**config.mk**
```make
export PLATFORM = sky130hd
export DESIGN_NAME = seg_scan_decoder_flat
export DESIGN_NICKNAME = d
export VERILOG_FILES = /design/src/rtl/seg_scan_decoder_if.sv /design/src/rtl/seg_scan_decoder.sv /design/src/flat_wrapper.sv
export SDC_FILE = /design/constraint.sdc
export NUM_CORES = 1
export LEC_CHECK = 0
export ABC_AREA = 1
export BUFFER_PORTS_ARGS = -buffer_cell sky130_fd_sc_hd__buf_2
export CORE_ASPECT_RATIO = 0.7
export CORE_MARGIN = 3
export CORE_UTILIZATION = 35
export DETAILED_ROUTE_END_ITERATION = 10
export GPL_ROUTABILITY_DRIVEN = 0
export PLACE_DENSITY = 0.53
export SLEW_MARGIN = 20
export SYNTH_ARGS = -nofsm -noshare
export SYNTH_HDL_FRONTEND = slang
export SYNTH_SLANG_ARGS = --single-unit
```
**constraint.sdc**
```tcl
create_clock -name clk -period 5.15 [get_ports clk]
set_input_delay 1.03 -clock clk [delete_from_list [all_inputs] [get_ports clk]]
set_output_delay 1.03 -clock clk [all_outputs]
set_load 0.005 [all_outputs]
```
**src/rtl/seg_scan_decoder_if.sv**
```systemverilog
// seg_scan_decoder_if: observed 7-segment display bus plus the recovered frame.
// master drives the display lines, slave is the decoder.
interface seg_scan_decoder_if;
    logic [7:0] seg;
    logic [3:0] digit;
    logic [3:0] units;
    logic [3:0] tens;
    logic [3:0] hundreds;
    logic [3:0] thousands;
    logic       frame_valid;
    logic       bad_glyph;
    logic       stall;
    logic [3:0] dp_out;

    modport master (
        output seg, digit,
        input  units, tens, hundreds, thousands, frame_valid, bad_glyph, stall, dp_out
    );

    modport slave (
        input  seg, digit,
        output units, tens, hundreds, thousands, frame_valid, bad_glyph, stall, dp_out
    );
endinterface

```
**src/rtl/seg_scan_decoder.sv**
```systemverilog
// seg_scan_decoder: recovers four decimal digits from a multiplexed 7-segment scan.
// Define SEG_SCAN_DP_CAPTURE_EN to also capture the per-digit decimal points.
module seg_scan_decoder #(
    parameter int unsigned SETTLE_CYCLES  = 16,
    parameter int unsigned TIMEOUT_CYCLES = 800000
) (
    input logic               clk,
    input logic               rst,
    seg_scan_decoder_if.slave bus
);

    typedef enum logic [1:0] {
        S_IDLE,
        S_SETTLE,
        S_CAPTURE,
        S_WAIT
    } state_t;

    localparam logic [7:0]  SETTLE_LAST = 8'(SETTLE_CYCLES - 1);
    localparam logic [23:0] TIMEOUT_VAL = 24'(TIMEOUT_CYCLES);

    state_t      state, state_nx;
    logic [7:0]  seg_m, seg_s;
    logic [3:0]  dig_m, dig_s;
    logic [7:0]  cmp_seg;
    logic [7:0]  hold_seg, hold_seg_nx;
    logic [3:0]  hold_dig, hold_dig_nx;
    logic [7:0]  settle_cnt, settle_cnt_nx;
    logic        legal, changed, capture;
    logic [1:0]  slot;
    logic [3:0]  glyph_val;
    logic [3:0]  mask, mask_nx;
    logic [3:0]  stage [4];
    logic [23:0] to_cnt, to_cnt_nx;
    logic        timed_out;
    logic [3:0]  units_q, tens_q, hundreds_q, thousands_q;
    logic        frame_valid_q, bad_glyph_q, stall_q;

    function automatic logic [3:0] decode(input logic [6:0] s);
        case (s)
            7'b1000000: decode = 4'd0;
            7'b1111001: decode = 4'd1;
            7'b0100100: decode = 4'd2;
            7'b0110000: decode = 4'd3;
            7'b0011001: decode = 4'd4;
            7'b0010010: decode = 4'd5;
            7'b0000010: decode = 4'd6;
            7'b1111000: decode = 4'd7;
            7'b0000000: decode = 4'd8;
            7'b0010000: decode = 4'd9;
            default:    decode = 4'hF;
        endcase
    endfunction

    always_ff @(posedge clk or posedge rst) begin
        if (rst) begin
            seg_m <= '1;
            seg_s <= '1;
            dig_m <= '1;
            dig_s <= '1;
        end else begin
            seg_m <= bus.seg;
            seg_s <= seg_m;
            dig_m <= bus.digit;
            dig_s <= dig_m;
        end
    end

`ifdef SEG_SCAN_DP_CAPTURE_EN
    assign cmp_seg = seg_s;
`else
    logic unused_dp;
    assign unused_dp = seg_s[7];
    assign cmp_seg   = {1'b0, seg_s[6:0]};
`endif

    assign legal   = (dig_s == 4'b1110) || (dig_s == 4'b1101) ||
                     (dig_s == 4'b1011) || (dig_s == 4'b0111);
    assign changed = (dig_s != hold_dig) || (cmp_seg != hold_seg);

    always_ff @(posedge clk or posedge rst) begin
        if (rst) begin
            state      <= S_IDLE;
            hold_seg   <= '1;
            hold_dig   <= '1;
            settle_cnt <= '0;
        end else begin
            state      <= state_nx;
            hold_seg   <= hold_seg_nx;
            hold_dig   <= hold_dig_nx;
            settle_cnt <= settle_cnt_nx;
        end
    end

    always_comb begin
        state_nx      = state;
        hold_seg_nx   = hold_seg;
        hold_dig_nx   = hold_dig;
        settle_cnt_nx = settle_cnt;
        capture       = 1'b0;
        case (state)
            S_IDLE: begin
                if (legal) begin
                    hold_seg_nx   = cmp_seg;
                    hold_dig_nx   = dig_s;
                    settle_cnt_nx = '0;
                    state_nx      = S_SETTLE;
                end
            end
            S_SETTLE: begin
                if (!legal) begin
                    state_nx = S_IDLE;
                end else if (changed) begin
                    hold_seg_nx   = cmp_seg;
                    hold_dig_nx   = dig_s;
                    settle_cnt_nx = '0;
                end else if (settle_cnt == SETTLE_LAST) begin
                    state_nx = S_CAPTURE;
                end else begin
                    settle_cnt_nx = settle_cnt + 8'd1;
                end
            end
            S_CAPTURE: begin
                capture  = 1'b1;
                state_nx = S_WAIT;
            end
            S_WAIT: begin
                // a change re-enters the IDLE decision on this same cycle
                if (changed) begin
                    if (legal) begin
                        hold_seg_nx   = cmp_seg;
                        hold_dig_nx   = dig_s;
                        settle_cnt_nx = '0;
                        state_nx      = S_SETTLE;
                    end else begin
                        state_nx = S_IDLE;
                    end
                end
            end
            default: state_nx = S_IDLE;
        endcase
    end

    always_comb begin
        case (hold_dig)
            4'b1101: slot = 2'd1;
            4'b1011: slot = 2'd2;
            4'b0111: slot = 2'd3;
            default: slot = 2'd0;
        endcase
    end

    assign glyph_val = decode(hold_seg[6:0]);
    assign to_cnt_nx = capture ? '0 : ((to_cnt == '1) ? to_cnt : to_cnt + 24'd1);
    assign timed_out = !capture && (to_cnt_nx >= TIMEOUT_VAL);

    always_comb begin
        mask_nx = mask;
        if (mask == 4'b1111 || timed_out) begin
            mask_nx = '0;
        end
        if (capture) begin
            mask_nx = mask_nx | ~hold_dig;
        end
    end

    always_ff @(posedge clk or posedge rst) begin
        if (rst) begin
            for (int unsigned i = 0; i < 4; i++) begin
                stage[i] <= 4'hF;
            end
            mask          <= '0;
            to_cnt        <= '0;
            units_q       <= 4'hF;
            tens_q        <= 4'hF;
            hundreds_q    <= 4'hF;
            thousands_q   <= 4'hF;
            frame_valid_q <= 1'b0;
            bad_glyph_q   <= 1'b0;
            stall_q       <= 1'b0;
        end else begin
            frame_valid_q <= 1'b0;
            if (mask == 4'b1111) begin
                units_q       <= stage[0];
                tens_q        <= stage[1];
                hundreds_q    <= stage[2];
                thousands_q   <= stage[3];
                frame_valid_q <= 1'b1;
            end
            if (capture) begin
                stage[slot] <= glyph_val;
                if (glyph_val == 4'hF) begin
                    bad_glyph_q <= 1'b1;
                end
            end
            mask   <= mask_nx;
            to_cnt <= to_cnt_nx;
            if (capture) begin
                stall_q <= 1'b0;
            end else if (timed_out) begin
                stall_q <= 1'b1;
            end
        end
    end

`ifdef SEG_SCAN_DP_CAPTURE_EN
    logic [3:0] stage_dp, dp_q;

    always_ff @(posedge clk or posedge rst) begin
        if (rst) begin
            stage_dp <= '0;
            dp_q     <= '0;
        end else begin
            if (mask == 4'b1111) begin
                dp_q <= stage_dp;
            end
            if (capture) begin
                stage_dp[slot] <= ~hold_seg[7];
            end
        end
    end

    assign bus.dp_out = dp_q;
`else
    assign bus.dp_out = '0;
`endif

    assign bus.units       = units_q;
    assign bus.tens        = tens_q;
    assign bus.hundreds    = hundreds_q;
    assign bus.thousands   = thousands_q;
    assign bus.frame_valid = frame_valid_q;
    assign bus.bad_glyph   = bad_glyph_q;
    assign bus.stall       = stall_q;

endmodule

```
**src/flat_wrapper.sv**
```systemverilog
// flat-port wrapper written by rule: the top's interface ports become plain ports
module seg_scan_decoder_flat 
#(
    parameter int unsigned SETTLE_CYCLES  = 16,
    parameter int unsigned TIMEOUT_CYCLES = 800000
)
  (clk, rst, bus_seg, bus_digit, bus_units, bus_tens, bus_hundreds, bus_thousands, bus_frame_valid, bus_bad_glyph, bus_stall, bus_dp_out);
  seg_scan_decoder_if bus_i ();
  input logic clk;
  input logic rst;
  input wire logic [$bits(bus_i.seg)-1:0] bus_seg;
  input wire logic [$bits(bus_i.digit)-1:0] bus_digit;
  output wire logic [$bits(bus_i.units)-1:0] bus_units;
  output wire logic [$bits(bus_i.tens)-1:0] bus_tens;
  output wire logic [$bits(bus_i.hundreds)-1:0] bus_hundreds;
  output wire logic [$bits(bus_i.thousands)-1:0] bus_thousands;
  output wire logic [$bits(bus_i.frame_valid)-1:0] bus_frame_valid;
  output wire logic [$bits(bus_i.bad_glyph)-1:0] bus_bad_glyph;
  output wire logic [$bits(bus_i.stall)-1:0] bus_stall;
  output wire logic [$bits(bus_i.dp_out)-1:0] bus_dp_out;
  assign bus_i.seg = bus_seg;
  assign bus_i.digit = bus_digit;
  assign bus_units = bus_i.units;
  assign bus_tens = bus_i.tens;
  assign bus_hundreds = bus_i.hundreds;
  assign bus_thousands = bus_i.thousands;
  assign bus_frame_valid = bus_i.frame_valid;
  assign bus_bad_glyph = bus_i.bad_glyph;
  assign bus_stall = bus_i.stall;
  assign bus_dp_out = bus_i.dp_out;
  seg_scan_decoder #(.SETTLE_CYCLES(SETTLE_CYCLES), .TIMEOUT_CYCLES(TIMEOUT_CYCLES)) u_core (.clk(clk), .rst(rst), .bus(bus_i));
endmodule
```
# After elaboration in Yosys (flattened, before gate mapping)
# Index checks and enable logic that the tools add are counted.
# Widths: inputs -> output; s select.
# word_totals
regBits,107
input_bits,14
out_inout_bits,23
# classes
addsub,2
n_lt_le_gt_ge,3
eq_ne,32
n_mux,36
bitwise,3
reduce_logical,16
# op_table
operator,count
$mux 8,9
$mux 24,2
$pmux 8 s3,2
$pmux 4 s10,1
$eq 4x4->1 const B,7
$mux 4,7
$add 24x1->24 const B,1
$eq 24x24->1 const B,1
$ge 24x20->1 const B,1
$eq 7x5->1 const B,3
$eq 7x7->1 const B,3
$bwmux 16,1
$eq 7x6->1 const B,2
$pmux 4 s3,1
$reduce_and 4->1,3
$mux 2,5
$add 8x1->8 const B,1
$demux 4 s2,1
$eq 4x3->1 const B,2
$eq 8x4->1 const B,1
$ne 2x1->1 const B,4
$ne 7x8->1,1
$pmux 2 s4,1
$eq 7x2->1 const B,1
other kinds (20),31

# Longest topological paths before layout
# Gate-level depths: netlist of run 1.
# depth
word_depth,9
ltp_mapped,16
ltp_nobuf,16

# Worst setup path before layout of run 1
# OpenSTA, ideal clock, no wires.
# synth_timing
path_type,register to register
start,reg u_core.to_cnt[1]
end,reg u_core.mask[0]
setup_ps,121
arrival_ps,1802
slack_ps,3228
stages_incl_launch_ff,16
n_path_buf,1
synth_period_minus_slack_ps,1922
path_cell_list,dfrtp_1 > ha_1 > inv_2 > nor2_4 > nand2_4 > nor2_4 > nand2_2 > buf_6 > nand2_2 > nand2_1 > nor2_1 > nand2_1 > nor2_2 > nand2_2 > nand4_1 > nand2_1
# synth_via
elab_chain_cells,9
# synth_rtl
element,line,rtl
from (decl),seg_scan_decoder.sv:34,"logic [23:0] to_cnt, to_cnt_nx;"
from (signal assigned),seg_scan_decoder.sv:197,to_cnt <= to_cnt_nx;
$add 24x1->24 or $eq 24x24->1 (tied branches),seg_scan_decoder.sv:154,assign to_cnt_nx = capture ? '0 : ((to_cnt == '1) ? to_cnt : to_cnt + 24'd1);
$mux 24 * (2 in series),seg_scan_decoder.sv:154,
$ge 24x20->1 *,seg_scan_decoder.sv:155,assign timed_out = !capture && (to_cnt_nx >= TIMEOUT_VAL);
$logic_and 1x1->1 *,seg_scan_decoder.sv:155,
$logic_or 1x1->1 *,seg_scan_decoder.sv:159,if (mask == 4'b1111 || timed_out) begin
$mux 4 *,seg_scan_decoder.sv:159,
$or 4x4->4,seg_scan_decoder.sv:163,mask_nx = mask_nx | ~hold_dig;
$mux 4 *,seg_scan_decoder.sv:162,if (capture) begin
named net u_core.mask_nx[0],seg_scan_decoder.sv:32,"logic [3:0] mask, mask_nx;"
to (signal assigned),seg_scan_decoder.sv:196,mask <= mask_nx;
to (decl),seg_scan_decoder.sv:32,
# Mark *: on every way through the listed nets, which the timed path passes. The rest lies on a longest branch.
# A chain may end at the register's enable or synchronous reset.

==> results of run 1 <==
report_power, final:
| part | internal (mW) | switching, mW | total [mW] |
|---|---|---|---|
| Combinational | 0.206 | 0.382 | 0.588 |
| Clock | 0.387 | 0.331 | 0.717 |
| Sequential | 1.12 | 0.150 | 1.27 |
| Total | 1.71 | 0.862 | 2.58 |
per-layer routing:
layer  global-route usage  up-vias  part of all wire
met5                    0        -                 0
met4               0.0353        0            0.0058
met3               0.0344        4             0.043
met2                0.202       82              0.39
met1                0.218     1859              0.56
li1                     -     2118                 -
metrics by stage:
step           setup WS, ns  power [mW]  hold WS [ns]   util
5_1_grt                2.11        2.76         0.358  0.412
2_1_floorplan          1.41        1.68         0.345      -
3_5_place_dp           2.44        1.87         0.348  0.390
4_1_cts                2.38        2.60         0.357  0.412
3_3_place_gp           2.44        1.85         0.346  0.390
6_report               2.43        2.58         0.352  0.412
kinds of logic (layout without fill, tap and decap cells):
kind of cell             after synthesis  count (layout)
AO/OA/AOI/OAI                         80              80
XOR/XNOR                               7               7
adder cells (fa/ha/maj)                2               2
buffers and inverters                107             140
flip-flops                           107             107
other                                  1               4
AND/OR/NAND/NOR                      352             352
critical path: stages, from the launching register on:
cell and delay, ns:
dfrtp_1 0.40, inv_1 0.10, nor2_2 0.61, inv_1 0.67, nand2_1 0.27, nand2_1 0.09, nor2_1 0.09, nand2_1 0.06
nand2_1 0.07, nand2_2 0.09, nand4_1 0.09, nand2_1 0.05
final timing paths:
check                                       end  slack (ns)  depth (start not counted)
setup / recovery                 u_core.mask[0]        2.43                         11
hold / removal                  u_core.dig_s[1]        0.35                          0
setup reg to reg                 u_core.mask[0]        2.43                         11
hold reg to reg                 u_core.dig_s[1]        0.35                          0
max in group asynchronous   u_core.bus.units[0]        3.28                          3
min in group asynchronous  u_core.settle_cnt[7]        0.83                          2
registers in the layout, summed over array words and instances (netlist names), 4 cells and up, named ones only:
signal                count
u_core.bus.tens           4
u_core.hold_dig           4
u_core.seg_m              7
u_core.mask               4
u_core.dig_s              4
u_core.bus.thousands      4
u_core.to_cnt            24
u_core.settle_cnt         8
u_core.stage             16
u_core.dig_m              4
u_core.seg_s              7
u_core.bus.hundreds       4
u_core.hold_seg           8
u_core.bus.units          4
cells in the final DEF (no fill, tap or decap), drive strengths merged, types with 9 or more instances in the layout:
master	instances
dfrtp	41
o21ai	48
clkbuf	9
nand3	32
nor3	16
nand4	13
nand2	203
buf	33
inv	97
dfstp	66
a21oi	17
nor2	80
layout make-up:
cell class              count  share of cell area
well taps                 190              0.0404
inverters                  91              0.0585
clock inverters             7              0.0136
clock buffers               9              0.0383
repair buffers             33              0.0289
multi-input cells         445               0.351
flip-flops and latches    107               0.470
==> flow_metrics.py, run 1 <==
metrics = {
    "status": {
        "status": "complete, no violations",
    },
    "detailed_routing": {
        "antenna_left": 0,
        "drt_first_pass_iters": 5,
        "drtIter0Drc": 251,
        "drc": 0,
        "via_per_inst": 4.61,
        "wirelength_um": 11200,
        "wire_per_inst_um": 12.7,
        "num_vias": 4063,
    },
    "synth": {
        "synth_fa_ha_area_frac": 0.00477,
        "synth_common_cells": "194 x nand2_1, 81 x inv_1, 68 x nor2_1",
        "synth_top_cell_by_area": "dfstp_2",
        "yosys_most_used_dff": "dfstp_2",
        "avgSynthCellArea_sq_um": 7.99,
        "synthArstFlopShare": 1.00,
        "synth-compound-area-share": 0.0835,
        "syn_area_sq_mm": 0.00524,
        "synth_top_family_by_area": "simple AND/OR/NAND/NOR gates",
        "synth_cell_types": 35,
        "synth.area.top_cells": "dfstp_2 33%, dfrtp_1 20%, nand2_1 14%",
        "synth-xor-area-share": 0.0117,
        "synth_seq_area_share": 0.526,
        "ys_seq_elements": 107,
        "synth_top_area_share": 0.331,
        "yosys_warnings": 0,
        "synth-edff-count": 0,
        "netlist_instances": 656,
        "synthSimpleGateAreaFrac": 0.290,
        "synth_most_common_cell": "nand2_1",
        "synthMuxAreaShare": 0,
    },
    "clocking": {
        "cts_sinks": 107,
        "clk_latency_ns": 0.35,
        "root_buffer": "clkbuf_16",
        "cts_buffer_depth": 2,
        "cts_buffers": 9,
        "htree_levels": 3,
        "postCtsResizedCells": 0,
        "tritoncts": "yes",
        "cts_setup_buffers": 0,
        "clk_pin_slew_ns": 0.08,
        "postCtsHoldBufs": 0,
    },
    "worst_setup_path": {
        "path_max_fanout": 29,
        "cp-start-kind": "register",
        "crit_arrival_ns": 2.97,
        "worst-setup-path-type": "register to register",
        "cp-end-kind": "register",
        "critical_path_required_ns": 5.39,
    },
    "finish": {
        "area_growth_syn_to_layout_pct": 12.1,
        "fillers": 1433,
        "final_cells": 882,
        "drive_above_1_share": 0.220,
        "final_nets": 703,
        "multi_input_area_sq_mm": 0.00206,
        "regArea_sq_mm": 0.00276,
        "antenna_cells": 0,
        "stdcell_area_sq_mm": 0.00588,
    },
    "floorplan": {
        "core_sq_mm": 0.0143,
        "initial_core_util": 0.367,
        "die_h_um": 108,
        "die-area_sq_mm": 0.0165,
        "rows": 36,
        "pin_count": 37,
        "die_x_um": 152,
    },
    "timing": {
        "final-setup-viol-count": 0,
        "fmax_mhz": 367,
        "maxSlewViolCount": 0,
        "finalHoldViolCount": 0,
        "min_period_ns": 2.72,
        "rsz0062_at_grt": "false",
        "skew_ns": 0.0115,
        "slew_headroom": 0.370,
        "worst_pin_slew_ns": 0.944,
        "fin_tns_setup_ns": 0,
        "fin_crit_sh": 0.529,
    },
    "global_routing": {
        "grt_pass1_wl_um": 19100,
        "grt_start_max_net_pins": 68,
        "antenna_found_initial": 0,
        "grt-ovfl-total": 0,
        "grt_use_total": 0.142,
        "grt_pass1_vias": 3877,
    },
    "power": {
        "power_density_mw_per_mm2": 438,
        "ir_drop_mv": 0.155,
        "power_leakage_nw": 2.67,
    },
    "run": {
        "drv_cap": 0,
    },
    "placement": {
        "post_dp_cell_area_sq_mm": 0.00557,
        "portBuffers": 31,
        "dpl.hpwl_um": 7980,
        "dp_cells": 866,
    },
    "min_path": {
        "holdCritStartpoint": "u_core.dig_m[1]",
        "hold_class": "register to register",
    },
}
(Power assumes the default switching activity.)
==> run 2, diff against run 1 <==
PLACE_DENSITY = 0.55   (was 0.53)
clock period = 2.4 ns   (was 5.15 ns; I/O delays follow)
==> flow_metrics.py, run 2 (same netlist as run 1, synthesis figures left out) <==
metrics = {
    "status": {
        "status": "complete, no violations",
    },
    "floorplan": {
        "die_h_um": 108,
        "die_x_um": 152,
        "rows": 36,
        "initial_core_util": 0.367,
        "die-area_sq_mm": 0.0165,
        "core_sq_mm": 0.0143,
        "pin_count": 37,
    },
    "timing": {
        "maxSlewViolCount": 0,
        "finalHoldViolCount": 0,
        "fin_tns_setup_ns": 0,
        "skew_ns": 0.00780,
        "worst_pin_slew_ns": 0.559,
        "fmax_mhz": 467,
        "rsz0062_at_grt": "false",
        "slew_headroom": 0.627,
        "fin_crit_sh": 0.892,
        "min_period_ns": 2.14,
        "final-setup-viol-count": 0,
    },
    "global_routing": {
        "grt_pass1_wl_um": 19100,
        "grt-ovfl-total": 0,
        "grt_start_max_net_pins": 108,
        "grt_use_total": 0.141,
        "antenna_found_initial": 0,
        "grt_pass1_vias": 3898,
    },
    "min_path": {
        "holdPathStages": 1,
        "hold_class": "input port to register",
    },
    "power": {
        "power_density_mw_per_mm2": 928,
        "power.share.sequential": 0.487,
        "total_power_mw": 5.56,
        "switching_share": 0.328,
        "p_switching_mw": 1.82,
        "p_clk_frac": 0.269,
        "p_int_mw": 3.74,
        "power_leakage_nw": 2.73,
        "p_comb_frac": 0.244,
        "ir_drop_mv": 0.346,
    },
    "finish": {
        "final_cells": 893,
        "drive_above_1_share": 0.232,
        "final_common_cell": "nand2_1",
        "top_register": "u_core.to_cnt",
        "area_growth_syn_to_layout_pct": 14.2,
        "most-common-layout-cells": "194 x nand2_1, 80 x inv_1, 68 x nor2_1, 66 x dfstp_2, 41 x dfrtp_1",
        "multi_input_area_sq_mm": 0.00206,
        "regArea_sq_mm": 0.00276,
        "fillers": 1432,
        "final_nets": 714,
        "antenna_cells": 0,
        "largest_reg_flops": 24,
        "top_regs": "u_core.to_cnt x24, u_core.stage x16",
    },
    "placement": {
        "dp_cells": 875,
        "portBuffers": 31,
        "dpl.hpwl_um": 8220,
    },
    "worst_setup_path": {
        "crit_arrival_ns": 2.40,
        "cp-start-kind": "register",
        "ff2ff_path_depth": 13,
        "cp-end-kind": "register",
        "worst-setup-path-type": "register to register",
        "critical_path_required_ns": 2.66,
        "path_max_fanout": 12,
    },
    "detailed_routing": {
        "antenna_left": 0,
        "wirelength_um": 11300,
        "wire_per_inst_um": 12.6,
        "drt_first_pass_iters": 7,
        "num_vias": 4225,
        "via_per_inst": 4.73,
        "drtIter0Drc": 361,
        "drc": 0,
    },
    "clocking": {
        "clk_pin_slew_ns": 0.07,
        "cts_setup_buffers": 0,
        "cts_buffers": 9,
        "htree_levels": 3,
        "cts_buffer_depth": 2,
        "cts_sinks": 107,
        "postCtsHoldBufs": 0,
        "root_buffer": "clkbuf_16",
        "tritoncts": "yes",
        "clk_latency_ns": 0.35,
        "postCtsResizedCells": 0,
    },
    "run": {
        "drv_cap": 0,
    },
}
run 2: cell count changes in the layout (fill, tap and decap cells not counted), moves of 2 or more:
cell and change:
inv_6 -2, buf_12 +2, inv_4 -2, clkbuf_8 +2, buf_4 +9
run 2: power by group through the flow:
stage	sequential (mW)	clock, mW	combinational (mW)
2_1_floorplan	2.65	0	0.963
3_3_place_gp	2.71	0	1.30
3_5_place_dp	2.73	0	1.34
4_1_cts	2.71	1.53	1.35
5_1_grt	2.77	1.62	1.57
6_report	2.71	1.49	1.36
run 2: path summary, 6_finish.rpt:
check	from	end	slack [ns]
worst max register to register	u_core.hold_seg[4]	u_core.hold_seg[3]	0.26
worst min-delay path	bus_seg[5]	u_core.seg_m[5]	0.23
worst max-delay path	u_core.hold_seg[4]	u_core.hold_seg[3]	0.26
worst min register to register	u_core.seg_m[0]	u_core.seg_s[0]	0.36
min in group asynchronous	rst	u_core.to_cnt[1]	0.28
max in group asynchronous	rst	u_core.bus.hundreds[2]	1.68
run 2: metal layers:
layer / GRT usage / share of wire
met1: 0.218 / 0.54
met2: 0.195 / 0.40
met3: 0.0360 / 0.057
met4: 0.0372 / 0.0092
met5: 0 / 0
run 2: final cells by class:
cell class / count / area share
repair buffers: 44 / 0.0464
well taps: 190 / 0.0397
clock inverters: 4 / 0.00481
multi-input cells: 445 / 0.344
flip-flops and latches: 107 / 0.461
clock buffers: 12 / 0.0464
inverters: 91 / 0.0577
run 2: worst max-delay path, stage by stage (launching register included):
cell	delay, ns
dfstp_2	0.59
inv_2	0.07
nand2_1	0.06
nand2_1	0.05
nor3_1	0.16
nand3_1	0.10
nor2_1	0.17
nand2_1	0.11
nor2_2	0.14
inv_2	0.05
nand2_2	0.23
buf_4	0.20
nand2_1	0.05
o21ai_0	0.08
run 2: metrics by stage:
step                       util  hold slack, ns  instance area, sq um  setup WS [ns]
after floorplan               -           0.345                  5260          0.478
after global placement    0.397           0.346                  5670          0.293
after detailed placement  0.397           0.347                  5670          0.270
after CTS                 0.418           0.213                  5970          0.245
after global routing      0.419           0.205                  5990         0.0230
final                     0.419           0.226                  5990          0.259
